==> config.mk <==
export PLATFORM = sky130hd
export DESIGN_NAME = msft_dbg_fifo_drain
export DESIGN_NICKNAME = d
export VERILOG_FILES = /design/src/rtl/msft_dbg_fifo_drain.sv
export SDC_FILE = /design/constraint.sdc
export NUM_CORES = 1
export LEC_CHECK = 0
export ABC_CLOCK_PERIOD_IN_PS = 3000
export CAP_MARGIN = 20
export CORE_UTILIZATION = 30
export CTS_CLUSTER_DIAMETER = 60
export CTS_CLUSTER_SIZE = 12
export DETAILED_ROUTE_END_ITERATION = 7
export SLEW_MARGIN = 10
export SYNTH_ARGS = -nofsm -noshare
export SYNTH_HDL_FRONTEND = slang
export SYNTH_SLANG_ARGS = --single-unit
==> constraint.sdc <==
create_clock -name clk_i -period 3 [get_ports clk_i]
set_input_delay 0.6 -clock clk_i [delete_from_list [all_inputs] [get_ports clk_i]]
set_output_delay 0.6 -clock clk_i [all_outputs]
set_load 0.05 [all_outputs]
==> src/rtl/msft_dbg_fifo_drain.sv <==
// msft_dbg_fifo_drain: second initiator on the mmreg register port that polls the
// fast-printf debug FIFO, pops bytes through the DATA register and serialises them
// on an 8N1 UART line, with a byte strobe mirror for simulation monitors.
module msft_dbg_fifo_drain #(
  parameter logic [31:0] BASE_ADDR     = 32'h0,
  parameter int unsigned CLKS_PER_BIT  = 16,
  parameter int unsigned POLL_INTERVAL = 64
) (
  input  logic        clk_i,
  input  logic        rstn_i,
  input  logic        en_i,
  output logic        reg_en_o,
  output logic [31:0] reg_addr_o,
  output logic        reg_we_o,
  output logic [31:0] reg_wdata_o,
  input  logic [31:0] reg_rdata_i,
  input  logic        reg_ready_i,
  output logic        uart_tx_o,
  output logic        byte_valid_o,
  output logic [7:0]  byte_o,
  output logic        busy_o,
  output logic [15:0] empty_pop_o
);

  localparam logic [31:0] DATA_ADDR = BASE_ADDR + 32'h40;
  localparam logic [31:0] STAT_ADDR = BASE_ADDR + 32'h44;
  localparam int          PT_W      = $clog2(POLL_INTERVAL + 1);
  localparam int          CC_W      = $clog2(CLKS_PER_BIT);
  localparam logic [PT_W-1:0] PT_LAST = PT_W'(POLL_INTERVAL - 1);
  localparam logic [CC_W-1:0] CC_LAST = CC_W'(CLKS_PER_BIT - 1);

  typedef enum logic [2:0] {
    S_IDLE, S_STAT_REQ, S_STAT_RSP, S_WAIT, S_TX_WAIT, S_DATA_REQ, S_DATA_RSP
  } state_e;

  state_e          state_q;
  logic            reg_en_q;
  logic [31:0]     reg_addr_q;
  logic [4:0]      remaining_q;
  logic [PT_W-1:0] poll_tmr_q;
  logic            byte_valid_q;
  logic [7:0]      byte_q;
  logic [15:0]     empty_pop_q;

  logic            tx_q;
  logic            tx_active_q;
  logic [3:0]      bit_cnt_q;
  logic [CC_W-1:0] clk_cnt_q;
  logic [8:0]      shift_q;

  // A byte strobed this cycle is loaded into the UART at the next edge, so the
  // line counts as busy already while the strobe is high.
  logic uart_idle;
  assign uart_idle = !tx_active_q && !byte_valid_q;

  // Only the status depth, the data byte and the empty flag are meaningful.
  logic unused_rdata;
  assign unused_rdata = ^reg_rdata_i[31:9];

  // Poll/drain sequencer: one outstanding read at a time, outputs registered.
  always_ff @(posedge clk_i or negedge rstn_i) begin
    if (!rstn_i) begin
      state_q      <= S_IDLE;
      reg_en_q     <= 1'b0;
      reg_addr_q   <= '0;
      remaining_q  <= '0;
      poll_tmr_q   <= '0;
      byte_valid_q <= 1'b0;
      byte_q       <= '0;
      empty_pop_q  <= '0;
    end else begin
      byte_valid_q <= 1'b0;
      case (state_q)
        S_IDLE: begin
          if (en_i) begin
            state_q    <= S_STAT_REQ;
            reg_en_q   <= 1'b1;
            reg_addr_q <= STAT_ADDR;
          end
        end
        S_STAT_REQ: begin
          if (reg_ready_i) begin
            reg_en_q <= 1'b0;
            state_q  <= S_STAT_RSP;
          end
        end
        S_STAT_RSP: begin
          remaining_q <= reg_rdata_i[4:0];
          if (reg_rdata_i[4:0] == 5'd0) begin
            poll_tmr_q <= '0;
            state_q    <= S_WAIT;
          end else begin
            state_q <= S_TX_WAIT;
          end
        end
        S_WAIT: begin
          if (poll_tmr_q == PT_LAST) begin
            poll_tmr_q <= '0;
            state_q    <= S_IDLE;
          end else begin
            poll_tmr_q <= poll_tmr_q + 1'b1;
          end
        end
        S_TX_WAIT: begin
          // Dropping the enable here leaves the unread bytes in the FIFO.
          if (!en_i) begin
            state_q <= S_IDLE;
          end else if (uart_idle) begin
            state_q    <= S_DATA_REQ;
            reg_en_q   <= 1'b1;
            reg_addr_q <= DATA_ADDR;
          end
        end
        S_DATA_REQ: begin
          if (reg_ready_i) begin
            reg_en_q <= 1'b0;
            state_q  <= S_DATA_RSP;
          end
        end
        S_DATA_RSP: begin
          if (reg_rdata_i[8]) begin
            // FIFO drained behind our back: count it and re-poll.
            if (empty_pop_q != 16'hFFFF) empty_pop_q <= empty_pop_q + 16'd1;
            state_q <= S_IDLE;
          end else begin
            byte_q       <= reg_rdata_i[7:0];
            byte_valid_q <= 1'b1;
            remaining_q  <= remaining_q - 5'd1;
            state_q      <= (remaining_q == 5'd1 || !en_i) ? S_IDLE : S_TX_WAIT;
          end
        end
        default: state_q <= S_IDLE;
      endcase
    end
  end

  // 8N1 transmitter: start bit, 8 data bits LSB first, stop bit; the stop bit
  // sits at the top of the shift register so the line rests high after it.
  always_ff @(posedge clk_i or negedge rstn_i) begin
    if (!rstn_i) begin
      tx_q        <= 1'b1;
      tx_active_q <= 1'b0;
      bit_cnt_q   <= '0;
      clk_cnt_q   <= '0;
      shift_q     <= '0;
    end else if (byte_valid_q) begin
      tx_q        <= 1'b0;
      tx_active_q <= 1'b1;
      bit_cnt_q   <= '0;
      clk_cnt_q   <= '0;
      shift_q     <= {1'b1, byte_q};
    end else if (tx_active_q) begin
      if (clk_cnt_q == CC_LAST) begin
        clk_cnt_q <= '0;
        if (bit_cnt_q == 4'd9) begin
          tx_active_q <= 1'b0;
        end else begin
          tx_q      <= shift_q[0];
          shift_q   <= {1'b1, shift_q[8:1]};
          bit_cnt_q <= bit_cnt_q + 4'd1;
        end
      end else begin
        clk_cnt_q <= clk_cnt_q + 1'b1;
      end
    end
  end

  assign reg_en_o     = reg_en_q;
  assign reg_addr_o   = reg_addr_q;
  assign reg_we_o     = 1'b0;
  assign reg_wdata_o  = 32'h0;
  assign uart_tx_o    = tx_q;
  assign byte_valid_o = byte_valid_q;
  assign byte_o       = byte_q;
  assign empty_pop_o  = empty_pop_q;
  assign busy_o       = (state_q != S_IDLE && state_q != S_WAIT) || tx_active_q || byte_valid_q;

endmodule
* Yosys cells after proc, flatten, opt, wreduce, memory -nomap -nowiden
Cells that the tools add are included.
Word-level totals: latch bits 0, flip-flop bits (word level) 92, memories 0, output and inout bits 93, word-level logic and storage cells 113, bits in writable memories 0, ROM bits 0
Cells by class: bitwise gates (word level) 1, reductions and logical operators 26, eq/ne operators 23, $lt $le $gt $ge 0, muxes and demuxes 45, $add $sub $neg 5, shift operators 0, div/mod/pow operators 0, $mul 0
Operator list (number):
- $mux 32 | 3
- $pmux 32 s2 | 1
- $mux 9 | 4
- $mux 4 | 7
- $mux 3 | 9
- $pmux 3 s7 | 1
- $ne 2x2->1 const B | 9
- $add 16x1->16 const B | 1
- $ne 16x16->1 const B | 1
- $mux 1 | 14
- $mux 7 | 2
- $pmux 7 s2 | 1
- $pmux 5 s2 | 1
- $reduce_and 5->1 | 2
- $reduce_bool 2->1 | 5
- $eq 3x3->1 const B | 3
- $add 4x1->4 const B | 2
- $eq 4x4->1 const B | 2
- $add 7x1->7 const B | 1
- $eq 7x6->1 const B | 1
- $eq 3x2->1 const B | 2
- $reduce_and 2->1 | 3
- $reduce_and 3->1 | 2
- $reduce_bool 3->1 | 2
- 16 further kinds | 21

* Logic depth before layout (Yosys ltp)
Gate-level depths: netlist of run 1.
depth in word-level cells 5, depth in mapped cells 7

* Worst setup path after synthesis of run 1
No wires, ideal clock.
kind reg-to-output, start point register byte_valid_q, in the netlist byte_valid_o, end point output port busy_o, slack 570 ps, arrival 1830 ps, cell stages (with the launch flop) 4, cells stage by stage dfrtp_1 -> clkbuf_1 -> or2_2 -> or4_1
Between the ends: longest elaborated chain between the ends 1
Ends and longest elaborated chain:
- start: declaration | RTL line 41 | logic byte_valid_q;
- start signal: assignment | RTL line 68 | byte_valid_q <= 1'b0;
- start signal: assignment | RTL line 72 | byte_valid_q <= 1'b0;
- start signal: assignment | RTL line 127 | byte_valid_q <= 1'b1;
- $logic_or 1x1->1 | RTL line 176 | assign busy_o = (state_q != S_IDLE && state_q != S_WAIT) || tx_active_q || byte_valid_q;
- end: declaration | RTL line 21 | output logic busy_o,
No other way between the ends.

* Worst setup path in the final report of run 1
start point register state_q[0], end point output port busy_o
Between the ends: longest elaborated chain between the ends 4, elaborated cells between the ends (all ways) 5
Ends and longest elaborated chain:
- start: declaration | RTL line 36 | state_e state_q;
- start signal: assignment | RTL line 129 | state_q <= (remaining_q == 5'd1 || !en_i) ? S_IDLE : S_TX_WAIT;
- $ne 3x2->1 / $reduce_bool 3->1 (equally long branches) | RTL line 176
- $logic_and 1x1->1 (*) | RTL line 176
- $logic_or 1x1->1 (*) (2 in a row) | RTL line 176
Every way passes the cells marked *; elsewhere a longest branch is shown, timed or not.

==> results of run 1 <==
worst register-to-register path, cell delays in order (launching register included):
cell and delay (ns):
dfrtp_1 0.42, ha_1 0.19, nand3_1 0.15, nor4_2 0.58
buf_4 0.28, nor2_1 0.07, xor2_1 0.13
power groups by stage:
stage / sequential, uW / combinational (uW) / clock (uW)
CTS: 1370 / 1370 / 1070
floorplan: 1570 / 879 / 0
detailed placement: 1380 / 1360 / 0
global route: 1410 / 1480 / 1100
global placement: 1370 / 1340 / 0
finish: 1360 / 1350 / 1040
flip-flops by register name, summed over array words and instances, names as in the netlist, 2 cells and up:
| name | cells |
|---|---|
| remaining_q | 5 |
| state_q | 3 |
| empty_pop_o | 16 |
| reg_addr_o | 2 |
| byte_o | 8 |
| clk_cnt_q | 4 |
| bit_cnt_q | 4 |
| poll_tmr_q | 7 |
| shift_q | 9 |
cells by family after synthesis:
logic type / after synthesis
and+or+nand+nor: 133
buffers and inverters: 88
DFF: 62
AOI/OAI and AO/OA: 39
xor gates and xnor gates: 20
muxes: 13
adders and majority gates: 7
other: 1
final cells by class:
cell class,instances,area [um^2]
inverters,11,41.3
multi-input cells,275,1680
clock inverters,4,45.0
fillers,1139,7300
clock buffers,12,256
flip-flops and latches,62,1550
repair buffers,47,463
well taps,143,179
how the worst max path moves through the flow:
stage	end	slack, ns	depth (start not counted)
after floorplan	busy_o	0.57	3
after global placement	poll_tmr_q[3]	0.54	5
after detailed placement	poll_tmr_q[3]	0.55	5
after CTS	busy_o	0.40	3
after global routing	busy_o	0.35	3
final	busy_o	0.43	3
layout by cell type (no fill, tap or decap), types with 6 or more instances in the layout:
master	instances
ha_1	7
nor3_1	25
dfrtp_1	61
a21oi_1	7
mux2_2	10
nor2b_1	11
nor2_1	28
clkdlybuf4s50_1	40
xor2_1	17
nand4_1	6
o21ai_0	9
inv_1	11
conb_1	63
nand2_1	17
nand3_1	12
clkbuf_16	9
metal layers:
metal	vias to the layer above	global-route usage [%]	wire length, um
met5	-	0	0
li1	1214	-	-
met3	9	3.76	342
met4	0	5.05	71
met1	1240	14.6	3070
met2	80	19.0	3300
metrics by stage:
step / total power, uW / hold slack, ns / util (%)
after floorplan: 2440 / 0.304 / -
after global placement: 2700 / 0.441 / 34.0
after detailed placement: 2740 / 0.445 / 34.0
after CTS: 3810 / 0.333 / 36.6
after global routing: 3990 / 0.359 / 36.6
final: 3750 / 0.319 / 36.6
==> results.txt, run 1 <==
The via count of the routed design came out at between 2000 and 3000. The portion of total power attributed to sequential cells came out at 36.3%. The min-delay analysis places its worst path in the category input pin to async pin.

The final wirelength is 6780 um. The number of diodes is 0. For this run, the top clock speed supported by timing is 389 MHz. The TritonCTS clock tree is done. The critical path is of the flop to primary output type. Setup repair after global routing left no endpoint under its margin. The number of DRC violations after detailed-routing iteration 0 is 116. The final RePlAce weighted congestion is about 0.8. Among all cell types in the netlist, the one instantiated most often is buf_4. The leakage component of the power is 0.00200 uW.

The startpoint of the most critical register-to-register path is empty_pop_o[0]. The die is approximately 110 um wide. The via count of the first global-routing pass came out at 2360. The family of cells with the greatest summed delay on the critical path is simple AND/OR/NAND/NOR gates.

The global routing usage summed across all routing layers came out at 11.8%. The worst setup path is captured at a primary output. The worst setup path is launched from a flop.

The number of cells in the design after placement is 538. The number of hold violations in the final report is 0. The number of antenna violations at the first check in global routing came out at 0.

The simple-gate share of the synthesized area is 21.3%. After synthesis, the largest area contributor takes up 42.5% of total cell area. The count of maximum capacitance violations came out at 0. Internal power comes to 2270 uW. The endpoint identified for the worst register-to-register timing path is empty_pop_o[7]. The critical path starts at state_q[0]. The number of DRC violations after detailed routing came out at 23.

The cell area after placement is 3920 um^2. The proportion of layout cells with a drive suffix above 1 is 11.2%. The initial cell density of the core came out at 31.2%. In this run the clock root is driven by a clkbuf_16. Entering global routing, the biggest net connects 35 pins. The checks that failed: design-rule violations.

The synthesized area divided by synthesized cell count came out at 9.89 um^2. The minimum clock period after layout came out at 2.57 ns. The deepest level of the CTS H-tree came out at 3. In the final design database the tool counted about 450 nets. Summed over all layers, the global routing overflow is 0. The count of different cell masters after synthesis came out at 60. For this run, the slowest stage of the critical path takes between 0.5 and 0.6 ns. The number of buffers between clock root and the deepest sink is 2. After layout, the worst setup slack is ~0.43 ns.

Summing all non-filler instances in the final layout gives an area of 4220 um^2. The measured slew at the worst slew-check pin is 0.706 ns. Yosys attributes the largest share of cell area to dfrtp_1 (43%), buf_4 (13%), xor2_1 (4.1%).

The combined buffer and inverter count along the critical path is 1. The total power divided by cell area came out at around 890 nW/um^2. For this run, the leading register cell type out of synthesis is dfrtp_1. The clock net in this run drives a total of 62 sinks. The setup check on the worst reg-to-reg path leaves a slack of 1.06 ns.

The wire length of the first global-routing pass came out at ~12000 um. The relative contribution of the clock network to total power came out at 27.7%. The library cell contributing the largest single delay on the critical path is or4_1. The via count normalized by instance count is 4.59.

The number of warnings printed during yosys synthesis is 0. The final instance count without filler cells came out at approximately 550. Yosys mapped a number of flops with a built-in enable equal to 0. The half-perimeter wire length of the detailed placement result came out at 4910 um. The number of nets with antenna violations after routing came out at 0. The later pin in the worst-skew pair is clocked with a latency of about 0.33 ns. The CTS buffer count came out at 9. The die outline area came out at 12400 um^2. The maximum fanout count along the critical path came out at 11. The per-cell routed wire length came out at 12.2 um. The switching component of the power came out at 1480 uW. The first detailed-routing pass took 7 iterations. Summing the areas of all xor and xnor instances in the mapped netlist gives 4.88% of the synthesized area.

The critical path arrival is 1.97 ns. The final-report max-slew violation count was 0. OpenSTA, run right after detailed placement, puts the worst setup slack at between 0.5 and 0.6 ns. The sum of negative setup slack is 0 ns. The maximum clock skew at final layout came out at 0.00738 ns. The number of hold-repair buffers added at the cts stage is 0.

The post-CTS repair timing setup buffer count came out at 0. The post-synthesis share of cell area spent on full adders, half adders and majority gates is under 10%. In this run the cell area of the synthesized design comes to roughly 3600 um^2. The share of the synthesized area in compound gates (AO/OA/AOI/OAI) is 7.46%.

The proportion of register bits with asynchronous set or reset after synthesis came out at 100%. The worst register-to-register path has a depth of 6. In this run the vertical extent of the chip is 111 um. By count the netlist is led by buf_4 (64), dfrtp_1 (61), nor2_1 (28), nor3_1 (25). By area, the combinational part of the netlist is dominated by simple AND/OR/NAND/NOR gates. The relative area change from synthesis to final layout came out at 17.5%. 129 I/O pins were placed. The worst supply voltage drop on vdd came out at 346 uV. The switching portion of total power is between 30% and 40%.

The number of synthesized register bits is 62. Clock-pin slew was measured on the worst setup and hold paths at 0.05 ns. The data required time of the worst path came out at roughly 2.4 ns. The flow ran to the end, but the final reports show violations. The instance count of the mapped netlist is 363. The count of buffers inserted at the top-level ports is 42. Setup violations remaining at the end of the flow were counted as 0.

The critical path goes through and2b_1, or4_1, buf_4. The logic gate share of total power came out at a little over a third. After layout, the worst path uses around 86% of the clock period. The largest total area in the synthesized netlist belongs to dfrtp_1. The proportion of synthesized area in mux cells came out at between 3 and 4%.

The core region area is 11500 um^2. Summing the sequential cell areas from Yosys gives 43.3% of the chip area. The number of gates resized after cts is 0. Row generation in the floorplan step produced 39 rows. In this run the tightest slew margin relative to its limit is 52.9%.
No activity file was read; power rests on OpenSTA's default activity.
==> run 2, diff against run 1 <==
--- a/config.mk
+++ b/config.mk
@@ -7,10 +7,12 @@
 export LEC_CHECK = 0
 export ABC_CLOCK_PERIOD_IN_PS = 3000
 export CAP_MARGIN = 20
+export CORE_ASPECT_RATIO = 2
 export CORE_UTILIZATION = 30
 export CTS_CLUSTER_DIAMETER = 60
 export CTS_CLUSTER_SIZE = 12
 export DETAILED_ROUTE_END_ITERATION = 7
+export REMOVE_ABC_BUFFERS = 1
 export SLEW_MARGIN = 10
 export SYNTH_ARGS = -nofsm -noshare
 export SYNTH_HDL_FRONTEND = slang
==> results.txt, run 2 (synthesis gave the netlist of run 1 again) <==
The worst path setup slack after routing is 0.391 ns (was 0.432 ns). The total power divided by cell area is 886 nW/um^2 (was 890 nW/um^2). The critical path launch point type is a flop (unchanged).

The number of nets in the finished design is 448 (was 449). The worst supply voltage drop on vdd is 328 uV (was 346 uV). The half-perimeter wire length of the detailed placement result is 5210 um (was 4910 um). The data required time of the worst path came out at 2.40 ns (about the same). The number of DRC violations after detailed-routing iteration 0 is 152 (was 116). The number of clock sinks seen by CTS came out at 62 (unchanged). The category of the worst setup path capture point is a primary output (unchanged). The relative area change from synthesis to final layout was 17.1% (was 17.5%).

Setup repair after global routing missed its margin: no (unchanged). The worst min-delay path class is input pin to async pin (unchanged). The root buffer cell was clkbuf_16 (unchanged). Most used cells in the layout excluding fill and tap cells: conb_1 (63), dfrtp_1 (61), clkdlybuf4s50_1 (40) (unchanged).

The combined buffer and inverter count along the critical path is 1 (unchanged). The measured slew at the worst slew-check pin came out at 0.685 ns (was 0.706 ns). The post-CTS repair timing setup buffer count was 0 (unchanged). The clock latency at the later pin of the worst-skew pair is 0.33 ns (about the same). The global routing usage summed across all routing layers is 12.3% (was 11.8%). The die outline area is 12400 um^2 (about the same). The number of gates resized after cts came out at 0 (unchanged).

The sum of negative setup slack came out at 0 ns (unchanged). The internal power consumption came out at 2250 uW (was 2270 uW). The largest net degree at the start of global routing is 63 (was 35).

The final-report max-slew violation count is 0 (unchanged). Result of the run: completed (was complete, but fails checks). The register area is 1550 um^2 (unchanged).

The fill cell total of the finished layout came out at 1185 (was 1139). The number of antenna violations at the first check in global routing was 0 (unchanged). The number of buffers between clock root and the deepest sink is 2 (unchanged). The minimum clock period after layout came out at 2.61 ns (was 2.57 ns). The number of hold-repair buffers added at the cts stage came out at 0 (unchanged). The total of endpoints with negative setup slack in the final report is 0 (unchanged). The relative contribution of the clock network to total power is 26.9% (was 27.7%). The TritonCTS clock tree is done (unchanged).

The number of diodes is 0 (unchanged). The longest individual stage delay on the worst path is 0.53 ns (was 0.58 ns). The maximum clock skew at final layout came out at 0.00913 ns (was 0.00738 ns). The vertical die dimension is 157 um (was 111 um). The per-cell routed wire length was 12.8 um (was 12.2 um). Worst path cell trace: or2_2, or4_1, buf_4 (was and2b_1, or4_1, buf_4). The leakage component of the power was 0.00198 uW (was 0.00200 uW).

The core region area was 11700 um^2 (was 11500 um^2). The proportion of layout cells with a drive suffix above 1 came out at 10.8% (was 11.2%). The number of core rows came out at 56 (was 39).

The clock-pin slew reported for the worst setup and hold paths after clock tree synthesis came to 0.05 ns (about the same). The type of the worst setup path was flop to primary output (unchanged). The count of maximum capacitance violations is 0 (unchanged). The number of hold violations in the final report came to 0 (unchanged). The count of buffers inserted at the top-level ports is 42 (unchanged).

The CTS buffer count was 9 (unchanged). The total overflow reported by the global router came to 0 (unchanged). The library cell contributing the largest single delay on the critical path was dfrtp_1 (was or4_1). The number of iterations in the first detailed-routing pass is 4 (was 7). The share of the cycle needed by the critical path after routing came out at 87.0% (was 85.6%). The number of DRC violations after detailed routing is 0 (was 23). The count of boundary I/O pins is 129 (unchanged). The number of nets with antenna violations after routing is 0 (unchanged). The deepest level of the CTS H-tree is 3 (unchanged). The final wirelength came out at 7070 um (was 6780 um). The logic gate share of total power came to 36.1% (was 36.0%). The initial cell density of the core came out at 30.7% (was 31.2%). The final instance count without filler cells came out at 554 (unchanged). The number of flip-flops under the largest register name came out at 16 (unchanged). The maximum fanout count along the critical path is 13 (was 11). The most common cell after layout, fill and taps aside was conb_1 (unchanged). The via count of the routed design was 2560 (was 2543).

The portion of total power attributed to sequential cells is 36.9% (was 36.3%). The worst setup slack before clock tree synthesis came out at 0.498 ns (was 0.546 ns). The final RePlAce weighted congestion came out at 0.773 (was 0.786).

The family of cells with the greatest summed delay on the critical path is simple AND/OR/NAND/NOR gates (unchanged). The via count of the first global-routing pass came out at 2520 (was 2360). The critical path arrival came out at 2.01 ns (was 1.97 ns).

The number of cells in the design after placement came to 539 (was 538). The via count normalized by instance count is 4.62 (was 4.59). The worst-case headroom to the max-slew limit is 53.9% (was 52.9%). The switching portion of total power is 39.6% (was 39.4%). The combined area of the multi-input logic cells is 1680 um^2 (unchanged).

The timing-limited maximum frequency is 383 MHz (was 389 MHz). The switching component of the power came out at 1470 uW (was 1480 uW). The die extent in x came out at 79.3 um (was 111 um). The wire length of the first global-routing pass came out at 11800 um (was 11700 um).
## run 2: cell count changes in the layout (fill, tap and decap cells not counted), sizes merged
cell,previous run,this run
clkinv,3,2
buf,7,6
clkbuf,12,11
clkinvlp,0,1
## run 2: metrics by stage
step           cell area [um^2]  power [uW]  hold slack, ns  util (%)
2_1_floorplan              3270        2330           0.304         -
3_3_place_gp               3910        2710           0.445      33.4
3_5_place_dp               3910        2750           0.450      33.4
4_1_cts                    4200        3780           0.289      35.9
5_1_grt                    4200        3960           0.318      35.9
6_report                   4200        3720           0.282      35.9
## run 2: worst paths after layout
path / cells after the start / end / start / slack (ns)
worst max-delay path: 3 / busy_o / byte_valid_o / 0.39
worst min-delay path: 2 / empty_pop_o[8] / rstn_i / 0.28
worst max register to register: 6 / empty_pop_o[9] / empty_pop_o[0] / 0.97
worst min register to register: 2 / uart_tx_o / uart_tx_o / 0.45
max in group asynchronous: 2 / uart_tx_o / rstn_i / 2.41
min in group clk_i: 2 / uart_tx_o / uart_tx_o / 0.45
## run 2: final cells by class
| type | count | area share [%] |
|---|---|---|
| clock inverters | 4 | 1.13 |
| well taps | 145 | 4.32 |
| clock buffers | 11 | 5.78 |
| repair buffers | 46 | 10.8 |
| multi-input cells | 275 | 40.0 |
| inverters | 11 | 0.983 |
| flip-flops and latches | 62 | 37.0 |
## run 2: metal layers
metal  share of wire, %  track usage (%)
met2                 56             23.4
met3                4.6             2.45
met1                 37             12.0
met4                1.7             6.32
met5                  0                0
## run 2: power by group through the flow
stage | registers [uW] | logic (uW) | clock network, uW
floorplan | 1610 | 722 | 0
global placement | 1380 | 1330 | 0
detailed placement | 1390 | 1360 | 0
CTS | 1380 | 1360 | 1040
global route | 1420 | 1470 | 1070
finish | 1370 | 1340 | 1000
